[config.mk]
export PLATFORM = sky130hd
export DESIGN_NAME = balanced_subtractor
export DESIGN_NICKNAME = d
export VERILOG_FILES = /design/src/rtl/adder_pkg.sv /design/src/rtl/pipe_reg_stage.sv /design/src/rtl/balanced_subtractor.sv
export SDC_FILE = /design/constraint.sdc
export NUM_CORES = 1
export LEC_CHECK = 0
export CAP_MARGIN = 20
export CORE_UTILIZATION = 50
export CTS_CLUSTER_DIAMETER = 30
export DETAILED_ROUTE_END_ITERATION = 10
export PLACE_DENSITY = 0.86
export SETUP_SLACK_MARGIN = 0.05
export SLEW_MARGIN = 5
export SYNTH_ARGS = -nofsm -noshare
export SYNTH_HDL_FRONTEND = slang
export SYNTH_SLANG_ARGS = --single-unit
[constraint.sdc]
create_clock -name i_clk -period 2.8 [get_ports i_clk]
set_clock_uncertainty 0.05 [all_clocks]
set_input_delay 0.84 -clock i_clk [delete_from_list [all_inputs] [get_ports i_clk]]
set_output_delay 0.84 -clock i_clk [all_outputs]
set_load 0.005 [all_outputs]
[src/rtl/adder_pkg.sv]
// Shared definitions for the balanced adder / subtractor family.
// The default operand width and the pipeline word used by default-width users.
package adder_pkg;

  localparam int ADDER_WIDTH_DEFAULT = 8;

  typedef struct packed {
    logic [ADDER_WIDTH_DEFAULT+1:0] val;
    logic                           vld;
  } pipe_word_t;

endpackage

[src/rtl/pipe_reg_stage.sv]
// Valid/ready register slice: loads whenever it is empty or its consumer takes the
// current word, so a full chain of slices shifts by one with no bubble.
module pipe_reg_stage #(
  parameter int DW = 8
) (
  input  logic          i_clk,
  input  logic          i_rst,
  input  logic          i_valid,
  output logic          o_ready,
  input  logic [DW-1:0] i_data,
  output logic          o_valid,
  input  logic          i_ready,
  output logic [DW-1:0] o_data
);

  logic          r_valid;
  logic [DW-1:0] r_data;
  logic          w_adv;

  assign w_adv = !r_valid || i_ready;

  always_ff @(posedge i_clk or posedge i_rst) begin
    if (i_rst) begin
      r_valid <= 1'b0;
      r_data  <= '0;
    end else if (w_adv) begin
      r_valid <= i_valid;
      r_data  <= i_data;
    end
  end

  assign o_ready = w_adv;
  assign o_valid = r_valid;
  assign o_data  = r_data;

endmodule

[src/rtl/balanced_subtractor.sv]
// Two-stage subtractor recovering c = sum - a - b behind the balanced adder:
// stage 1 forms sum - a (carrying b along), stage 2 subtracts b.
module balanced_subtractor
  import adder_pkg::*;
#(
  parameter int WIDTH    = ADDER_WIDTH_DEFAULT,
  parameter bit SATURATE = 1'b0
) (
  input  logic             i_clk,
  input  logic             i_rst,
  input  logic             i_valid,
  output logic             o_ready,
  input  logic [WIDTH-1:0] i_sum,
  input  logic [WIDTH-1:0] i_a,
  input  logic [WIDTH-1:0] i_b,
  output logic             o_valid,
  input  logic             i_ready,
  output logic [WIDTH-1:0] o_diff,
  output logic             o_borrow
);

  typedef struct packed {
    logic [WIDTH+1:0] val;
    logic             vld;
  } stage_word_t;

  logic [WIDTH:0]     w_d1_next;
  logic [2*WIDTH:0]   w_s1_in;
  logic [2*WIDTH:0]   w_s1_out;
  logic               w_v1;
  logic [WIDTH:0]     w_d1;
  logic [WIDTH-1:0]   w_b1;
  logic [WIDTH+1:0]   w_r_next;
  logic               w_s2_ready;
  logic [WIDTH+1:0]   w_r;
  logic               w_v2;
  stage_word_t        w_out;
  logic               w_unused_msb;

  // Stage 1 keeps sum - a as a WIDTH+1 value whose MSB is the first borrow.
  assign w_d1_next = {1'b0, i_sum} - {1'b0, i_a};
  assign w_s1_in   = {i_b, w_d1_next};

  pipe_reg_stage #(.DW(2*WIDTH+1)) u_stage1 (
    .i_clk   (i_clk),
    .i_rst   (i_rst),
    .i_valid (i_valid),
    .o_ready (o_ready),
    .i_data  (w_s1_in),
    .o_valid (w_v1),
    .i_ready (w_s2_ready),
    .o_data  (w_s1_out)
  );

  assign w_d1 = w_s1_out[WIDTH:0];
  assign w_b1 = w_s1_out[2*WIDTH:WIDTH+1];

  // Sign-extending d1 keeps the worst case (0 - max - max) representable.
  assign w_r_next = {w_d1[WIDTH], w_d1} - {2'b00, w_b1};

  pipe_reg_stage #(.DW(WIDTH+2)) u_stage2 (
    .i_clk   (i_clk),
    .i_rst   (i_rst),
    .i_valid (w_v1),
    .o_ready (w_s2_ready),
    .i_data  (w_r_next),
    .o_valid (w_v2),
    .i_ready (i_ready),
    .o_data  (w_r)
  );

  assign w_out        = '{val: w_r, vld: w_v2};
  assign w_unused_msb = w_out.val[WIDTH];

  assign o_valid  = w_out.vld;
  assign o_borrow = w_out.val[WIDTH+1];
  assign o_diff   = (SATURATE && o_borrow) ? '0 : w_out.val[WIDTH-1:0];

endmodule
==> summary.txt <==
GRT
  – Grt met2 use: 36.6%
  – Initial antenna violation count: 0
  – Met1 Usage GRT: ~23%
  – First-pass GRT wire length: roughly 5400 um
  – Largest net degree at the start of global routing: 29
  – Vias in the first global route: 1,338
  – Total grt overflow: 0
  – Gr busiest metal: met2
  – Total track usage: about a fifth
  – Met3 Use GR: under 10%

Route
  – Drt first pass iters: 4
  – # DRC: 0
  – Mean routed wirelength per cell: around 11 um
  – Vias post-DR: ~1,400
  – DR iter-0 viols: 58
  – Via/cell ratio: 5.14
  – Final WL: ~3100 um
  – Post-route ant nets: 0

Floorplanning
  – Die height: ~60 um
  – Rows: 20
  – Die ar.: around 0.0037 mm^2
  – CORE AREA: 0.00315 mm^2
  – Initial core utilization: about 54%
  – Die Span X: between 60 and 70 um
  – I/O pin total: 39

Place
  – RePlAce Congestion: 0.765
  – DP Worst Slack: -0.182 ns
  – Dpl cells: roughly 270
  – Port bufs: 38
  – HPWL after DPL: around 2400 um

Setup path
  – Startpoint types: input pin
  – Data arrival, critical path: 1.58 ns
  – R2R Setup Slk: roughly 0.84 ns
  – Delay-heaviest family, CP: buffers and inverters
  – WP data required: roughly 1.9 ns
  – Worst path max stage delay: approximately 0.25 ns
  – Slowest CP cell: dlygate4sd2_1
  – Crit-path cells: dlymetal6s2s_1 > nor2b_2 > and2_4 > inv_1 > dlygate4sd2_1
  – WS Path Type: in -> out
  – Crit-path max FO: 2
  – Worst setup EP type: primary output
  – CP bufs+invs: 3

Cells and area
  – Layout cells sized above 1: roughly 8.9%
  – Final net count: between 200 and 300
  – Fin util: between 70% and 80%
  – Layout area overhead: 29.7%
  – # diodes: 0
  – Non-filler cells, final: about 280

Clock tree
  – Cts hold-fix bufs: 0
  – Clock sink count: 28
  – TritonCTS clock tree: yes
  – H-tree depth: 1
  – Clk slew on worst S/H paths: 0.13 ns
  – Root Buffer: clkbuf_4
  – Skew-Pair Late Insertion Delay: 0.32 ns
  – CTS Buffer Depth: 2
  – Num CTS Buffers: 3

Timing
  – Worst slew pin tran: 0.404 ns
  – Final hold viol count: 0
  – Worst setup margin: approximately 0.33 ns
  – Worst relative slew slack: ~73%
  – Hold Slack: between 0.4 and 0.5 ns
  – Final slew viol count: 0
  – Final setup viols: 0
  – Tmin final: 2.47 ns
  – Fmax: slightly above 400 MHz
  – Unrepaired setup endpoints after global routing: no
  – Period utilization: between 80% and 90%

Power and ir drop
  – VDD IR max: ~190 uV
  – PwrDens: ~540 mW/mm^2
  – Leak: about 1.0 nW

Logic synthesis
  – Top_reg_cell synth: dfrtp_1
  – Synthesized area: roughly 0.0017 mm^2
  – Synth unique cells: 29
  – Synthesized flop and latch total: 28
  – Number of flops mapped to enable cells by yosys: 0
  – Syn avg cell area: ~9 um^2
  – Sequential fraction of the synthesis area: between 40% and 50%
  – YS warnings: 0
  – Total nets after synthesis: around 240
  – Post-synthesis async set-or-reset flop share: 100%
  – Cells after Synth: 190

Outcome
  – Status: finished, final reports clean

Min path
  – Worst Hold Class: reg -> reg

Run
  – Max-cap check violation count: 0
## cells in the mapped netlist, drive strengths merged, types with 2 or more instances
library cell / number / area (um^2)
fa: 2 / 40.0
inv: 26 / 97.6
nor2: 14 / 52.6
nand2b: 5 / 31.3
a31oi: 2 / 12.5
o21a: 8 / 60.1
a21oi: 12 / 60.1
nand2: 24 / 90.1
a211oi: 4 / 30.0
ha: 16 / 200
dfrtp: 28 / 701
buf: 3 / 15.0
o31ai: 8 / 80.1
clkbuf: 2 / 7.51
nor3: 4 / 20.0
xor2: 2 / 17.5
nor2b: 4 / 40.0
o21ai: 18 / 90.1
## where the power goes
part           switching [W]  internal [W]
logic               0.000233      0.000280
registers          0.0000470      0.000491
clock network       0.000109     0.0000506
## stage by stage
stage	area (um^2)	TNS [ns]	power, W
finish	2220	0	0.00121
CTS	2210	0	0.00122
detailed placement	2180	-0.195	0.00105
floorplan	1720	0	0.000840
global placement	2180	-0.178	0.00103
global route	2220	0	0.00131
## flip-flops by register name, summed over array words and instances, names as in the netlist
name,cells
u_stage2.o_valid,1
u_stage1.o_valid,1
u_stage2.o_data,9
u_stage1.o_data,17
## path summary, 6_finish.rpt
check | start | end | cells past startpoint
max | i_ready | o_ready | 5
min | u_stage1.o_valid | u_stage2.o_valid | 1
max reg2reg | u_stage1.o_data[0] | u_stage2.o_data[6] | 7
min reg2reg | u_stage1.o_valid | u_stage2.o_valid | 1
max in group asynchronous | i_rst | u_stage1.o_data[12] | 3
min in group asynchronous | i_rst | u_stage2.o_data[0] | 3
## layer usage
layer  wire length [um]  vias up  part of all wire (%)
met3                102        5                   3.3
met5                  0        -                     0
li1                   -      735                     -
met4                 61        0                   1.9
met2               1550       33                    49
met1               1420      660                    45
## layout by cell type, fill, tap and decap left out, drive strengths merged
master and count:
o211ai 1, ha 16, dfrtp 28, inv 26, buf 9, o311ai 1
dlymetal6s2s 1, o31ai 8, clkbuf 3, nor3b 1, clkdlybuf4s50 36, nand2b 5
nor2 14, nand2 24, a221oi 1, xor2 2, fa 2, nor3 4
a31oi 2, o21ai 18, a21oi 12, a211oi 4, a21o 1, nor2b 4
dlygate4sd2 1, nand4b 1, o21a 8, and2 1, o31a 1
## area by class of cell
cell class	count	area, um^2
Timing Repair Buffer	47	449
Clock buffer	3	22.5
Sequential cell	28	701
Multi-Input combinational cell	131	900
Tap cell	44	55.1
Inverter	26	97.6
Fill cell	270	928
## cells by family (layout without fill, tap and decap cells)
logic type                 count (synthesis)  count (layout)  synth area share, %
AOI/OAI and AO/OA                         57              57                 22.2
and+or+nand+nor                           54              54                 15.0
buffers and inverters                     31              76                 7.00
DFF                                       28              28                 40.8
adders and majority gates                 18              18                 14.0
xor gates and xnor gates                   2               2                 1.02
## worst reg2reg max path: stages (launching register included)
cell and delay (ns):
dfrtp_1 0.38, inv_1 0.05, ha_1 0.23, fa_1 0.39, nor2b_1 0.19, o31a_1 0.19, o21ai_1 0.09, o311ai_0 0.29
## repair_timing
item                                    4_1_cts  5_1_grt
gates resized for setup                       2        2
pin swaps                                     1        0
endpoints found under the setup margin        1        1
setup buffers                                 1        1
Power figures use the tool's default switching activity.
==> RTL edit 1: new RTL, config.mk and constraints unchanged <==
Change the parameter `SATURATE` from 1'b0 to 1'b1.
--- a/src/rtl/balanced_subtractor.sv
+++ b/src/rtl/balanced_subtractor.sv
@@ -4,7 +4,7 @@
   import adder_pkg::*;
 #(
   parameter int WIDTH    = ADDER_WIDTH_DEFAULT,
-  parameter bit SATURATE = 1'b0
+  parameter bit SATURATE = 1'b1
 ) (
   input  logic             i_clk,
   input  logic             i_rst,
Check against the original RTL: not equivalent (Yosys sat finds a counterexample within 4 cycles, from zero or initial values and one cycle with i_rst high).
==> RTL edit 1 against the unedited design <==
Cell area rose by 0.45%; routed wire length barely moved; synthesized area rose by 0.66%; core utilization rose by 0.32 points; largest power group unchanged; synthesized cell count rose by 1.1%; total power fell by 0.23%; non-clock buffer count fell by 2; setup slack got worse by 0.12 ns; sequential cell count did not move.
==> RTL edit 1: results (changes against the unedited design) <==
stage;metric;value;unit;change
outcome;outcome;finished clean;;
finish;fraction of layout cells with a size suffix above 1;0.0636;;-0.0258
logic_synthesis;Post-synth EDFFs;0;;unchanged
logic_synthesis;sequential share of the synthesized area;0.406;;-0.00266
logic_synthesis;post-synthesis compound-gate area fraction;0.202;;-0.0196
global_routing;global-route usage over all layers;0.196;;-0.00288
power;Leakage;1.02;nW;-1.8%
drt;Met2 Routed Length;1470;um;-5.4%
global_routing;largest net degree at the start of global routing;29;;unchanged
logic_synthesis;top cells by count, synth;28 x dfrtp_1, 21 x inv_1, 18 x nand2_1;;
clock_network;CTS clk-pin slew, worst paths;0.15;ns;+0.02 ns
drt;met3 routed WL;94;um;-7.8%
drt;DRT iter0 DRCs;13;;-78%
placement;final estimated routing congestion in global placement;0.735;;-3.9%
worst_setup_path;CP max-delay cell;dlygate4sd2_1;;
worst_setup_path;Worst R2R Path Depth;7;;unchanged
clock_network;clk root buf;clkbuf_4;;
placement;Port Buffer Count;38;;unchanged
logic_synthesis;Warnings, synthesis;0;;unchanged
finish;Fillers;272;;+0.74%
logic_synthesis;count of cell types in the netlist;27;;-6.9%
finish;ANT cells;0;;unchanged
logic_synthesis;Synth Area in Adders;0.139;;-0.000913
min_path;Min-Delay Path Class;reg -> reg;;
min_path;worst hold stages;1;;unchanged
finish;Largest register FFs;17;;unchanged
placement;HPWL Detailed;2460;um;+0.70%
drt;M1 WL;1480;um;+3.8%
logic_synthesis;ys async rst share;1.00;;unchanged
logic_synthesis;Mean Syn Cell Area;8.99;sq um;-0.39%
clock_network;number of CTS-inserted buffers;3;;unchanged
sta;Worst Max-Slew Pin Slew;0.353;ns;-0.0517 ns
logic_synthesis;post-synthesis xor/xnor area fraction;0.0101;;-0.0000666
global_routing;number of global-route vias before repair;1314;;-1.8%
global_routing;initial antenna violation count;0;;unchanged
power;worst ir drop on vdd;0.233;mV;+25%
finish;Nets;283;;unchanged
global_routing;first-pass GRT wire length;5330;um;-2.2%
drt;vias per cell;5.13;;about the same
drt;routed vias;1437;;+0.28%
logic_synthesis;Mapped Nets;238;;+0.85%
clock_network;worst skew pair latency;0.33;ns;
logic_synthesis;mux cell area share after synthesis;0.0123;;+0.0123
drt;WL/cell;11.2;um;-0.42%
worst_setup_path;crit path DAT;1.69;ns;+0.11 ns
logic_synthesis;most frequent cell after synthesis;dfrtp_1;;
logic_synthesis;top post-synthesis cells by area;dfrtp_1 41%, ha_1 12%, nor2b_1 4.7%;;
clock_network;Max Buffers Root-to-Sink;2;;unchanged
worst_setup_path;Crit Path Max Fanout;2;;unchanged
[RTL edit 1: stage by stage]
| step | cell area (sq um) | setup TNS [ns] | power (mW) | worst slack, ns | utilization |
|---|---|---|---|---|---|
| final | 2230 | 0 | 1.21 | 0.218 | 0.709 |
| after CTS | 2230 | 0 | 1.22 | 0.215 | 0.709 |
| after floorplan | 1730 | 0 | 0.847 | 0.468 | - |
| after detailed placement | 2200 | -0.277 | 1.02 | -0.217 | 0.696 |
| after global placement | 2200 | -0.227 | 1.00 | -0.227 | 0.696 |
| after global routing | 2230 | 0 | 1.31 | 0.177 | 0.709 |
[RTL edit 1: layout make-up]
class                   count  share of cell area
clock buffers               4              0.0162
multi-input cells         138               0.418
well taps                  44              0.0246
repair buffers             45               0.193
inverters                  21              0.0353
flip-flops and latches     28               0.314
[RTL edit 1: kinds of logic (layout without fill, tap and decap cells)]
group / count (synthesis) / count (layout)
fa+ha+maj: 18 / 18
xor+xnor: 2 / 2
compound gates: 54 / 54
buf+inv: 26 / 70
mux: 2 / 2
flops: 28 / 28
simple gates: 62 / 62
[RTL edit 1: path summary, 6_finish.rpt]
check                                               startpoint  slack (ns)                              end
worst max-delay path                                   i_ready        0.22                          o_ready
worst min-delay path              u_stage1.o_valid$_DFFE_PP0P_        0.44     u_stage2.o_valid$_DFFE_PP0P_
worst max register to register  u_stage1.o_data[0]$_DFFE_PP0P_        0.86   u_stage2.o_data[6]$_DFFE_PP0P_
worst min register to register    u_stage1.o_valid$_DFFE_PP0P_        0.44     u_stage2.o_valid$_DFFE_PP0P_
max in group asynchronous                                i_rst        1.61  u_stage1.o_data[16]$_DFFE_PP0P_
min in group asynchronous                                i_rst        0.81   u_stage1.o_data[0]$_DFFE_PP0P_
[RTL edit 1: critical path: cells and delay by family]
kind | cells | cell delay (ns)
buf+inv | 3 | 0.56
simple gates | 2 | 0.29
[RTL edit 1: metal layers]
layer | vias to the layer above | GRT usage
li1 | 744 | -
met1 | 646 | 0.235
met2 | 39 | 0.345
met3 | 8 | 0.0213
met4 | 0 | 0.107
met5 | - | 0
[RTL edit 1: timing repair]
| action | 4_1_cts | 5_1_grt |
|---|---|---|
| resized for setup | 4 | 0 |
| buffers inserted | 0 | 0 |
| setup endpoints to repair | 1 | 0 |
[RTL edit 1: power breakdown]
| group | total, mW | internal, mW | switching, mW |
|---|---|---|---|
| Sequential | 0.542 | 0.491 | 0.0515 |
| Clock | 0.193 | 0.0796 | 0.114 |
| Combinational | 0.473 | 0.258 | 0.215 |
| Total | 1.21 | 0.828 | 0.380 |
==> RTL edit 2: new RTL, same settings <==
Made on the original files. Reset style: synchronous (`i_rst`), changed in one clocked block.
--- a/src/rtl/pipe_reg_stage.sv
+++ b/src/rtl/pipe_reg_stage.sv
@@ -19,7 +19,7 @@
 
   assign w_adv = !r_valid || i_ready;
 
-  always_ff @(posedge i_clk or posedge i_rst) begin
+  always_ff @(posedge i_clk) begin
     if (i_rst) begin
       r_valid <= 1'b0;
       r_data  <= '0;
Formal check against the unedited RTL: differs if i_rst is asserted again (counterexample within 4 cycles, from zero or initial values and one cycle with i_rst high); with i_rst held inactive, the same outputs for 10 cycles.
==> RTL edit 2 against the unedited design <==
Sequential cell count unchanged; synthesized area up 3.4%; largest power group unchanged; total power is 8.8% lower; cell area rose by 1.2%; critical path type unchanged; sequential power down 12%; combinational power is 30% lower; setup slack lost 0.13 ns; global-route usage is 3.0 points higher; routed wire length rose by 25%; count of clock-buffer cells in the layout unchanged.
==> RTL edit 2: results (changes against the unedited design) <==
stage;metric;value;unit;change
outcome;outcome;finished clean;;
finish;fraction of layout cells with a size suffix above 1;0.0787;;-0.0106
placement;Placed Area;2200;sq um;+1.0%
global_routing;largest net degree at the start of global routing;25;;-14%
global_routing;global-route usage over all layers;0.230;;+0.0304
finish;Nets;301;;+6.4%
min_path;worst hold stages;2;;+1
min_path;Hold EP;u_stage1.o_data[11]$_SDFFE_PP0P_;;
sta;Max Transition Viols Final;0;;unchanged
drt;DRT iter0 DRCs;78;;+34%
worst_setup_path;flop2flop setup slack;0.89;ns;+0.05 ns
drt;Met2 Routed Length;1870;um;+20%
worst_setup_path;crit path DAT;1.71;ns;+0.13 ns
drt;routed vias;1676;;+17%
placement;final estimated routing congestion in global placement;0.777;;+1.6%
worst_setup_path;Reg2Reg Capture Point;u_stage2.o_data[6]$_SDFFE_PP0P_;;
worst_setup_path;Worst R2R Start;u_stage1.o_data[0]$_SDFFE_PP0P_;;
logic_synthesis;Mapped Nets;261;;+11%
clock_network;worst skew pair latency;0.34;ns;+0.02 ns
logic_synthesis;count of cell types in the netlist;43;;+48%
global_routing;Global Route met2 Usage;0.379;;+0.0136
power;worst ir drop on vdd;0.431;mV;+130%
global_routing;number of global-route vias before repair;1535;;+15%
placement;HPWL Detailed;3010;um;+23%
logic_synthesis;top post-synthesis cells by area;dfxtp_1 32%, ha_1 11%, nand2_1 4.4%;;
min_path;HP Start;u_stage1.o_data[11]$_SDFFE_PP0P_;;
worst_setup_path;Crit Path Max Fanout;3;;+1
global_routing;grt met1 use;0.298;;+0.0695
global_routing;first-pass GRT wire length;6460;um;+19%
drt;met3 routed WL;148;um;+45%
logic_synthesis;sequential share of the synthesized area;0.316;;-0.0925
sta;Slew HR;0.655;;-0.0738
global_routing;initial antenna violation count;0;;unchanged
logic_synthesis;ys async rst share;0;;-1.00
drt;M1 WL;1830;um;+29%
global_routing;GR met3 Demand/Resource;0.0483;;+0.0227
sta;final hold slack;0.416;ns;-0.0106 ns
power;Leakage;0.964;nW;-7.5%
logic_synthesis;top cells by count, synth;28 x dfxtp_1, 21 x nand2_1, 18 x inv_1, 17 x nor2_1, 16 x ha_1;;
drt;Routed WL;3910;um;+25%
## RTL edit 2: through the flow
stage          cells  TNS [ns]  worst slack [ns]
2_1_floorplan    215         0             0.540
3_3_place_gp     296    -0.191            -0.191
3_5_place_dp     296    -0.274            -0.188
4_1_cts          300         0            0.0773
5_1_grt          300         0             0.178
6_report         300         0             0.202
## RTL edit 2: power breakdown
part / leakage [nW] / internal [mW] / switching [mW]
clock: 0.0279 / 0.145 / 0.124
combinational: 0.703 / 0.195 / 0.166
sequential: 0.233 / 0.446 / 0.0273
## RTL edit 2: timing repair
item / 4_1_cts / 5_1_grt
resized for setup: 3 / 1
endpoints found under the hold margin: 0 / 0
setup endpoints to repair: 1 / 1
hold buffers: 0 / 0
## RTL edit 2: cell type report
type | count | area [sq um]
clock buffers | 3 | 22.5
clock inverters | 1 | 30.0
fillers | 320 | 1110
inverters | 20 | 75.1
multi-input cells | 157 | 1080
flip-flops and latches | 28 | 561
well taps | 46 | 57.6
repair buffers | 45 | 428
## RTL edit 2: worst max-delay path, stage by stage
cell and delay, ns:
clkbuf_2 0.11, and3b_2 0.22, inv_2 0.05, clkdlybuf4s50_1 0.49
## RTL edit 2: worst max path at each step
stage	startpoint	to	slack (ns)	cells past startpoint
after floorplan	i_ready	o_ready	0.54	4
after global placement	i_ready	o_ready	-0.19	4
after detailed placement	i_ready	o_ready	-0.19	4
after CTS	i_ready	o_ready	0.08	4
after global routing	i_ready	o_ready	0.18	4
final	i_ready	o_ready	0.20	4
## RTL edit 2: logic make-up (layout without fill, tap and decap cells)
logic type / Yosys count / after routing / share of synthesized area
fa+ha+maj: 18 / 18 / 0.135
buf+inv: 30 / 69 / 0.0769
simple gates: 75 / 75 / 0.219
compound gates: 64 / 64 / 0.252
flops: 28 / 28 / 0.316
